<file path="src/rtl/regfile_scoreboard_pkg.sv">
// rtl/regfile_scoreboard_pkg.sv - shared constants for the register file and pending-write scoreboard
package regfile_scoreboard_pkg;

    localparam int REG_IDX_W = 5;
    localparam int XLEN      = 32;

    // Decode control word shared with ID/WB; REG_WRITE drives wb_reg_write/id_reg_write.
    localparam int CONTROL_SIGNALS_WIDTH = 12;
    localparam int REG_WRITE             = 0;

    function automatic int cnt_max(input int cnt_w);
        return (1 << cnt_w) - 1;
    endfunction

endpackage

</file>
<file path="src/rtl/regfile_scoreboard_pending_counter_bank.sv">
// rtl/regfile_scoreboard_pending_counter_bank.sv - per-register in-flight write counters
module pending_counter_bank
    import regfile_scoreboard_pkg::*;
#(
    parameter int NREGS = 32,
    parameter int CNT_W = 2
) (
    input  logic                     clk,
    input  logic                     rst_n,
    input  logic                     i_inc_en,
    input  logic [REG_IDX_W-1:0]     i_inc_idx,
    input  logic                     i_dec_en,
    input  logic [REG_IDX_W-1:0]     i_dec_idx,
    input  logic                     i_flush,
    output logic [NREGS*CNT_W-1:0]   o_cnt
);

    localparam logic [CNT_W-1:0] CNT_MAX = CNT_W'(cnt_max(CNT_W));

    logic [CNT_W-1:0] r_cnt [NREGS];
    logic [NREGS-1:0] w_inc;
    logic [NREGS-1:0] w_dec;

    always_comb begin
        w_inc = '0;
        w_dec = '0;
        for (int r = 0; r < NREGS; r++) begin
            w_inc[r] = i_inc_en && (i_inc_idx == REG_IDX_W'(r));
            w_dec[r] = i_dec_en && (i_dec_idx == REG_IDX_W'(r));
        end
    end

    // Flush wins over any issue/WB traffic on the same edge; both ends saturate.
    always_ff @(posedge clk) begin
        if (!rst_n || i_flush) begin
            for (int r = 0; r < NREGS; r++) begin
                r_cnt[r] <= '0;
            end
        end else begin
            for (int r = 0; r < NREGS; r++) begin
                if (w_inc[r] && !w_dec[r] && r_cnt[r] != CNT_MAX) begin
                    r_cnt[r] <= r_cnt[r] + 1'b1;
                end else if (w_dec[r] && !w_inc[r] && r_cnt[r] != '0) begin
                    r_cnt[r] <= r_cnt[r] - 1'b1;
                end
            end
        end
    end

    for (genvar g = 0; g < NREGS; g++) begin : g_out
        assign o_cnt[g*CNT_W +: CNT_W] = r_cnt[g];
    end

    // A write-back with nothing outstanding for that register is a protocol error.
    a_no_underflow: assert property (@(posedge clk) disable iff (!rst_n || i_flush)
        i_dec_en |-> (r_cnt[i_dec_idx] != '0));

endmodule

</file>
<file path="src/rtl/regfile_scoreboard.sv">
// rtl/regfile_scoreboard.sv - integer register file with WB->ID bypass and RAW/overflow stall
module regfile_scoreboard
    import regfile_scoreboard_pkg::*;
#(
    parameter int XLEN  = 32,
    parameter int NREGS = 32,
    parameter int CNT_W = 2
) (
    input  logic                 clk,
    input  logic                 rst_n,
    input  logic                 wb_reg_write,
    input  logic [REG_IDX_W-1:0] wb_rd,
    input  logic [XLEN-1:0]      wb_data,
    input  logic [REG_IDX_W-1:0] id_rs1,
    input  logic [REG_IDX_W-1:0] id_rs2,
    input  logic                 id_rs1_used,
    input  logic                 id_rs2_used,
    input  logic [REG_IDX_W-1:0] id_rd,
    input  logic                 id_reg_write,
    input  logic                 id_issue,
    input  logic                 flush_cnt,
    output logic [XLEN-1:0]      rs1_data,
    output logic [XLEN-1:0]      rs2_data,
    output logic                 id_stall
);

    localparam logic [CNT_W-1:0] CNT_MAX = CNT_W'(cnt_max(CNT_W));

    logic [XLEN-1:0]        r_regs [NREGS];
    logic [NREGS*CNT_W-1:0] w_cnt_flat;
    logic [CNT_W-1:0]       w_cnt [NREGS];
    logic                   w_wb_we;
    logic                   w_rdy1;
    logic                   w_rdy2;
    logic                   w_ovf;
    logic                   w_inc_en;

    assign w_wb_we = wb_reg_write && (wb_rd != '0);

    always_ff @(posedge clk) begin
        if (!rst_n) begin
            for (int r = 0; r < NREGS; r++) begin
                r_regs[r] <= '0;
            end
        end else if (w_wb_we) begin
            r_regs[wb_rd] <= wb_data;
        end
    end

    always_comb begin
        rs1_data = '0;
        rs2_data = '0;
        if (id_rs1 != '0) begin
            rs1_data = (w_wb_we && wb_rd == id_rs1) ? wb_data : r_regs[id_rs1];
        end
        if (id_rs2 != '0) begin
            rs2_data = (w_wb_we && wb_rd == id_rs2) ? wb_data : r_regs[id_rs2];
        end
    end

    for (genvar g = 0; g < NREGS; g++) begin : g_cnt
        assign w_cnt[g] = w_cnt_flat[g*CNT_W +: CNT_W];
    end

    // A source with exactly one outstanding write is ready when that write lands now (bypass).
    assign w_rdy1 = (id_rs1 == '0) || (w_cnt[id_rs1] == '0) ||
                    (w_cnt[id_rs1] == CNT_W'(1) && w_wb_we && wb_rd == id_rs1);
    assign w_rdy2 = (id_rs2 == '0) || (w_cnt[id_rs2] == '0) ||
                    (w_cnt[id_rs2] == CNT_W'(1) && w_wb_we && wb_rd == id_rs2);
    assign w_ovf  = id_reg_write && (id_rd != '0) && (w_cnt[id_rd] == CNT_MAX) &&
                    !(w_wb_we && wb_rd == id_rd);

    assign id_stall = id_issue && ((id_rs1_used && !w_rdy1) || (id_rs2_used && !w_rdy2) || w_ovf);
    assign w_inc_en = id_issue && !id_stall && id_reg_write && (id_rd != '0);

    pending_counter_bank #(
        .NREGS (NREGS),
        .CNT_W (CNT_W)
    ) u_cnt_bank (
        .clk       (clk),
        .rst_n     (rst_n),
        .i_inc_en  (w_inc_en),
        .i_inc_idx (id_rd),
        .i_dec_en  (w_wb_we),
        .i_dec_idx (wb_rd),
        .i_flush   (flush_cnt),
        .o_cnt     (w_cnt_flat)
    );

endmodule

</file>
<file path="config.mk">
export PLATFORM = sky130hd
export DESIGN_NAME = regfile_scoreboard
export DESIGN_NICKNAME = d
export VERILOG_FILES = /design/src/rtl/regfile_scoreboard_pkg.sv /design/src/rtl/regfile_scoreboard_pending_counter_bank.sv /design/src/rtl/regfile_scoreboard.sv
export SDC_FILE = /design/constraint.sdc
export NUM_CORES = 2
export LEC_CHECK = 0
export CORE_MARGIN = 2
export CORE_UTILIZATION = 40
export CTS_BUF_LIST = sky130_fd_sc_hd__clkbuf_2 sky130_fd_sc_hd__clkbuf_4 sky130_fd_sc_hd__clkbuf_8
export DETAILED_ROUTE_END_ITERATION = 7
export PLACE_DENSITY_LB_ADDON = 0.05
export SLEW_MARGIN = 10
export SYNTH_ARGS = -nofsm -noshare
export SYNTH_HDL_FRONTEND = slang
export SYNTH_SLANG_ARGS = --single-unit
</file>
<file path="constraint.sdc">
create_clock -name clk -period 6.8 [get_ports clk]
set_clock_uncertainty 0.2 [all_clocks]
set_input_delay 1.36 -clock clk [delete_from_list [all_inputs] [get_ports clk]]
set_output_delay 1.36 -clock clk [all_outputs]
set_load 0.05 [all_outputs]
</file>
Word-level counts from Yosys, hierarchy flattened
Memories as Yosys holds them, arrays and structs flattened. Index checks and enable logic that the tools add are counted. W data, S select, Z words.

Memories: 2. Register bits after elaboration: 0. Memory bits (writable): 1088. Input bits: 60. Output and inout port bits: 65.

Memory list: r_regs (words 32, bits a word 32, read ports 2, clocked after memory_dff 0, wr ports 32, RTL line regfile_scoreboard.sv:29) `logic [XLEN-1:0] r_regs [NREGS];`; u_cnt_bank.r_cnt (words 32, bits a word 2, read ports 32, clocked after memory_dff 0, wr ports 32, RTL line regfile_scoreboard_pending_counter_bank.sv:20) `logic [CNT_W-1:0] r_cnt [NREGS];`.

Eq/ne operators: 100. Bitwise logic cells: 67. $add $sub $neg: 64. Reduce and logical (&&, ||, !) cells: 328. Mux-type cells: 310. Order comparisons: 3.

Operator list (number): $mux W1 (231); $logic_and A1 B1 Y1 (209); $eq A5 B5 Y1 const B (32); $mux W32 (5); $mux W2 (70); $eq A5 B4 Y1 const B (16); $logic_not A1 Y1 (69); $add A2 B1 Y2 const B (32); $ne A2 B2 Y1 const B (32); $or A1 B1 Y1 (64); $reduce_bool A2 Y1 (32); $sub A2 B1 Y2 const B (32); $eq A5 B3 Y1 const B (8); $reduce_or A32 Y1 (1); $bmux W2 S5 (3); $eq A5 B2 Y1 const B (4); $logic_not A5 Y1 (4); $reduce_bool A5 Y1 (4); $ge A6 B6 Y1 const B (3); $not A5 Y6 (3); $eq A5 B5 Y1 (3); $eq A5 B1 Y1 const B (2); $logic_or A1 B1 Y1 (7); $mux W5 (1); 3 further kinds (5).

Logic depth before layout (Yosys ltp)
Word-level depth: 26. Mapped depth: 13.

By module
A second synthesis with hierarchy kept.

Cells, all modules: 4048. Area, all modules: 61154.9 um2.

By module, submodules not included: regfile_scoreboard (cells each 3570, instances 1, area each 56629.3 um2); pending_counter_bank (cells each 478, instances 1, area each 4525.6 um2).

Worst setup path after synthesis
No wires, ideal clock.

Path kind: input -> output. From: input port id_rs1[0]. To: output port rs1_data[3]. Buffers on the path: 7. Data arrival time: 4.636 ns. Slack: 0.604 ns. Stages: 12. Data required time: 5.240 ns. Path through: buf_6 > buf_4 > buf_2 > buf_2 > buf_2 > buf_2 > buf_2 > mux2i_1 > o22ai_1 > a221o_1 > mux2i_1 > a211oi_1.

Longest elaborated chain between the ends: 4. Elaborated cells between the ends (all ways): 6.

RTL lines: start: declaration (RTL line regfile_scoreboard.sv:14) `input logic [REG_IDX_W-1:0] id_rs1,`; parallel branches: the longest is 3 deep, another holds $mem_v2 Z32 W32; $mux W32 * (RTL line regfile_scoreboard.sv:53) `if (id_rs1 != '0) begin`; end: declaration (RTL line regfile_scoreboard.sv:22) `output logic [XLEN-1:0] rs1_data,`.

Mark *: on every way between the ends.

Worst setup path after layout
From: input port id_rs2[0]. To: output port rs2_data[6].

Longest elaborated chain between the ends: 4. Elaborated cells between the ends (all ways): 6.

RTL lines: start: declaration (RTL line regfile_scoreboard.sv:15) `input logic [REG_IDX_W-1:0] id_rs2,`; parallel branches: the longest is 3 deep, another holds $mem_v2 Z32 W32; $mux W32 * (RTL line regfile_scoreboard.sv:56) `if (id_rs2 != '0) begin`; end: declaration (RTL line regfile_scoreboard.sv:23) `output logic [XLEN-1:0] rs2_data,`.

Marks and branches as above.

==> flow_summary_export.csv <==
group,metric,value,unit
cells_and_area,seqCellArea,32700,µm²
clocking,cts_buffers,197,
clocking,root_buffer,"clkbuf_8",
critical_path,cp_top_family,"multiplexers",
cells_and_area,synthToLayoutAreaGrowth,14.7,%
global_routing,gr-usage-met1,0.409,
critical_path,rrSetupSlack,3.04,ns
critical_path,crit_chain,"buf_8 > buf_12 > mux4_2 > mux4_2 > mux2i_1 > a211oi_1 > buf_12",
synthesis,synth_seq_cells,1088,
cells_and_area,fillCellCount,13400,
run_status,status,"finished clean",
clocking,cts_sinks,1088,
cells_and_area,final_net_count,4437,
floorplanning,initial_core_util,0.403,
power_and_ir_drop,ir_drop,0.210,mV
flow_run,maxCapViolCount,0,
power_and_ir_drop,powerDensity,242,nW/µm²
clocking,hold_buffers,0,
placed_design,dpl_worst_slack,0.617,ns
placed_design,hpwl,142000,µm
critical_path,critPathLaunchType,"primary input",
timing,finalSetupTns,0,ns
synthesis,yosysSeqAreaShare,0.533,
global_routing,grt_first_pass_wirelength,332000,µm
routing,dr_total_vias,41200,
synthesis,synth_top_area_frac,0.533,
routing,antenna_left,0,
floorplanning,die_width,396,µm
synthesis,netlist_instances,4254,
synthesis,yosysTopAreaCell,"edfxtp_1",
clocking,path_clk_slew,0.07,ns
synthesis,synthXorXnorAreaFrac,0.00214,
global_routing,grt_max_degree,68,
routing,drt_first_pass_iters,5,
cells_and_area,postLayoutCellArea,70400,µm²
routing,drc,0,
cells_and_area,stdcell_count,6566,
global_routing,antenna_found_initial,19,
global_routing,grt_use_met2,0.505,
floorplanning,top_level_ports,125,
clocking,post_cts_resized,0,
floorplanning,core_area,152000,µm²
synthesis,syn_area,61300,µm²
synthesis,async_flop_share,0,
placed_design,dp.cells,6206,
synthesis,synth_top_family_by_area,"multiplexers",
synthesis,synthTopCellsByCount,"edfxtp_1, and2_1, mux4_2, clkbuf_1, mux2i_1",
synthesis,synth_ff_type,"edfxtp_1",
global_routing,grtUsageTotal,0.306,
global_routing,grt_overflow,0,
power_and_ir_drop,p_leak,0.0245,µW
worst_hold_path,min_path_type,"flop to flop",
timing,fmax,0.164,GHz
critical_path,arrival,4.54,ns
floorplanning,fp.dieArea,157000,µm²
global_routing,busiest_layer,"met2",
clocking,ctsHtreeMaxLevel,4,
placed_design,gp_congestion,0.864,
synthesis,muxShareOfSynthArea,0.250,
critical_path,slowest_stage,"buf_8",
placed_design,placed_area,66600,µm²
clocking,clk_latency,0.95,ns
clocking,cts_buffer_depth,3,
global_routing,grt_pass1_vias,41200,
timing,setup_viol,0,
timing,max_slew.worst_pin.slew,1.40,ns
critical_path,path_buf_inv,3,
synthesis,synth_edf_count,1088,
floorplanning,die_h,396,µm
synthesis,synth_most_common_cell,"edfxtp_1",
critical_path,cp.required,5.24,ns
timing,fin_crit_sh,0.897,
routing,viasPerCell,6.27,
cells_and_area,drive_gt1_frac,0.284,
critical_path,cp_max_fo,67,
timing,max-slew-margin-rel,0.0618,
floorplanning,placementRows,143,
synthesis,syn_avg_cell_area,14.4,µm²
synthesis,synth_compound_area_frac,0.0357,
timing,slew_viol_final,0,
synthesis,synth.area.top_cells,"edfxtp_1, mux4_2, and2_1",
critical_path,crit_type,"primary input to primary output",
clocking,cts_setup_buffers,0,
synthesis,netlist-cell-type-count,70,
synthesis,synthSimpleGateAreaFrac,0.150,
cells_and_area,multiInputGateArea,27400,µm²
timing,layout_setup_ws,0.697,ns
placed_design,portBuffers,124,
routing,drtIter0Drc,4516,
global_routing,grt_util_met3,0.0533,
synthesis,synthAdderAreaFrac,0.000408,
critical_path,critPathCaptureType,"primary output",
timing,min_period,6.10,ns
timing,grt_setup_unrepaired,"no",
timing,hold_viol,0,
synthesis,ys_warn_count,0,
critical_path,slowest_delay,0.60,ns
routing,wl_per_cell,36.6,µm
clocking,cts_tree,"built",
routing,wl,240000,µm
layout make-up:
| class | instances | share of cell area |
|---|---|---|
| antenna | 5 | 0.000178 |
| sequential | 1088 | 0.464 |
| multi-input combinational | 2740 | 0.389 |
| timing repair buffer | 333 | 0.0562 |
| inverter | 15 | 0.000818 |
| tap | 2030 | 0.0361 |
| clock inverter | 84 | 0.00709 |
| clock buffer | 271 | 0.0466 |
per-layer routing:
| metal | part of all wire | vias up | wire length (µm) |
|---|---|---|---|
| li1 | - | 16800 | - |
| met1 | 0.40 | 21700 | 96400 |
| met2 | 0.48 | 2157 | 116000 |
| met3 | 0.079 | 472 | 19000 |
| met4 | 0.035 | 6 | 8350 |
| met5 | 0.00015 | - | 37 |
stage by stage:
step	total power (µW)	utilization	hold WS [ns]
CTS	17100	0.463	0.442
global placement	11000	0.438	0.433
detailed placement	11000	0.438	0.433
global route	17500	0.463	0.470
floorplan	9660	-	0.395
finish	17000	0.463	0.452
state kept, by name, summed over array words and instances, names as in the netlist:
register and count:
r_regs 1024, u_cnt_bank.r_cnt 64
power breakdown:
| part | total, µW | switching, µW | internal (µW) |
|---|---|---|---|
| clock | 6180 | 2960 | 3230 |
| sequential | 8000 | 223 | 7770 |
| combinational | 2850 | 1650 | 1200 |
path summary, 6_finish.rpt:
kind	startpoint	depth (start not counted)	to
setup / recovery	id_rs2[0]	7	rs2_data[6]
hold / removal	u_cnt_bank.r_cnt[1][14]$_SDFFCE_PN0P_	1	u_cnt_bank.r_cnt[1][14]$_SDFFCE_PN0P_
setup reg to reg	u_cnt_bank.r_cnt[0][16]$_SDFFCE_PN0P_	9	u_cnt_bank.r_cnt[0][27]$_SDFFCE_PN0P_
hold reg to reg	u_cnt_bank.r_cnt[1][14]$_SDFFCE_PN0P_	1	u_cnt_bank.r_cnt[1][14]$_SDFFCE_PN0P_
placed cells by master (no fill, tap or decap), types with 26 or more instances in the layout:
| cell type | n |
|---|---|
| nor2_1 | 137 |
| a21oi_1 | 30 |
| clkbuf_4 | 72 |
| nand3_1 | 64 |
| a211oi_1 | 84 |
| clkinv_1 | 52 |
| nand2_1 | 102 |
| mux2i_1 | 187 |
| buf_4 | 173 |
| o22ai_1 | 32 |
| and2_1 | 903 |
| nand2b_1 | 26 |
| conb_1 | 34 |
| edfxtp_1 | 1088 |
| mux4_2 | 581 |
| nand2_2 | 27 |
| nor3_1 | 43 |
| o211ai_1 | 29 |
| buf_12 | 103 |
| clkdlybuf4s50_1 | 48 |
| clkbuf_8 | 199 |
| mux2_2 | 32 |
| nor2_4 | 32 |
| and3_1 | 110 |
| nand4_1 | 27 |
cells by family after synthesis:
| group | Yosys count |
|---|---|
| and+or+nand+nor | 1585 |
| xor gates and xnor gates | 15 |
| other | 1 |
| buffers and inverters | 459 |
| muxes | 800 |
| AOI/OAI and AO/OA | 304 |
| adders and majority gates | 2 |
| DFF | 1088 |
Note: power is estimated with default switching activity, not from simulation.
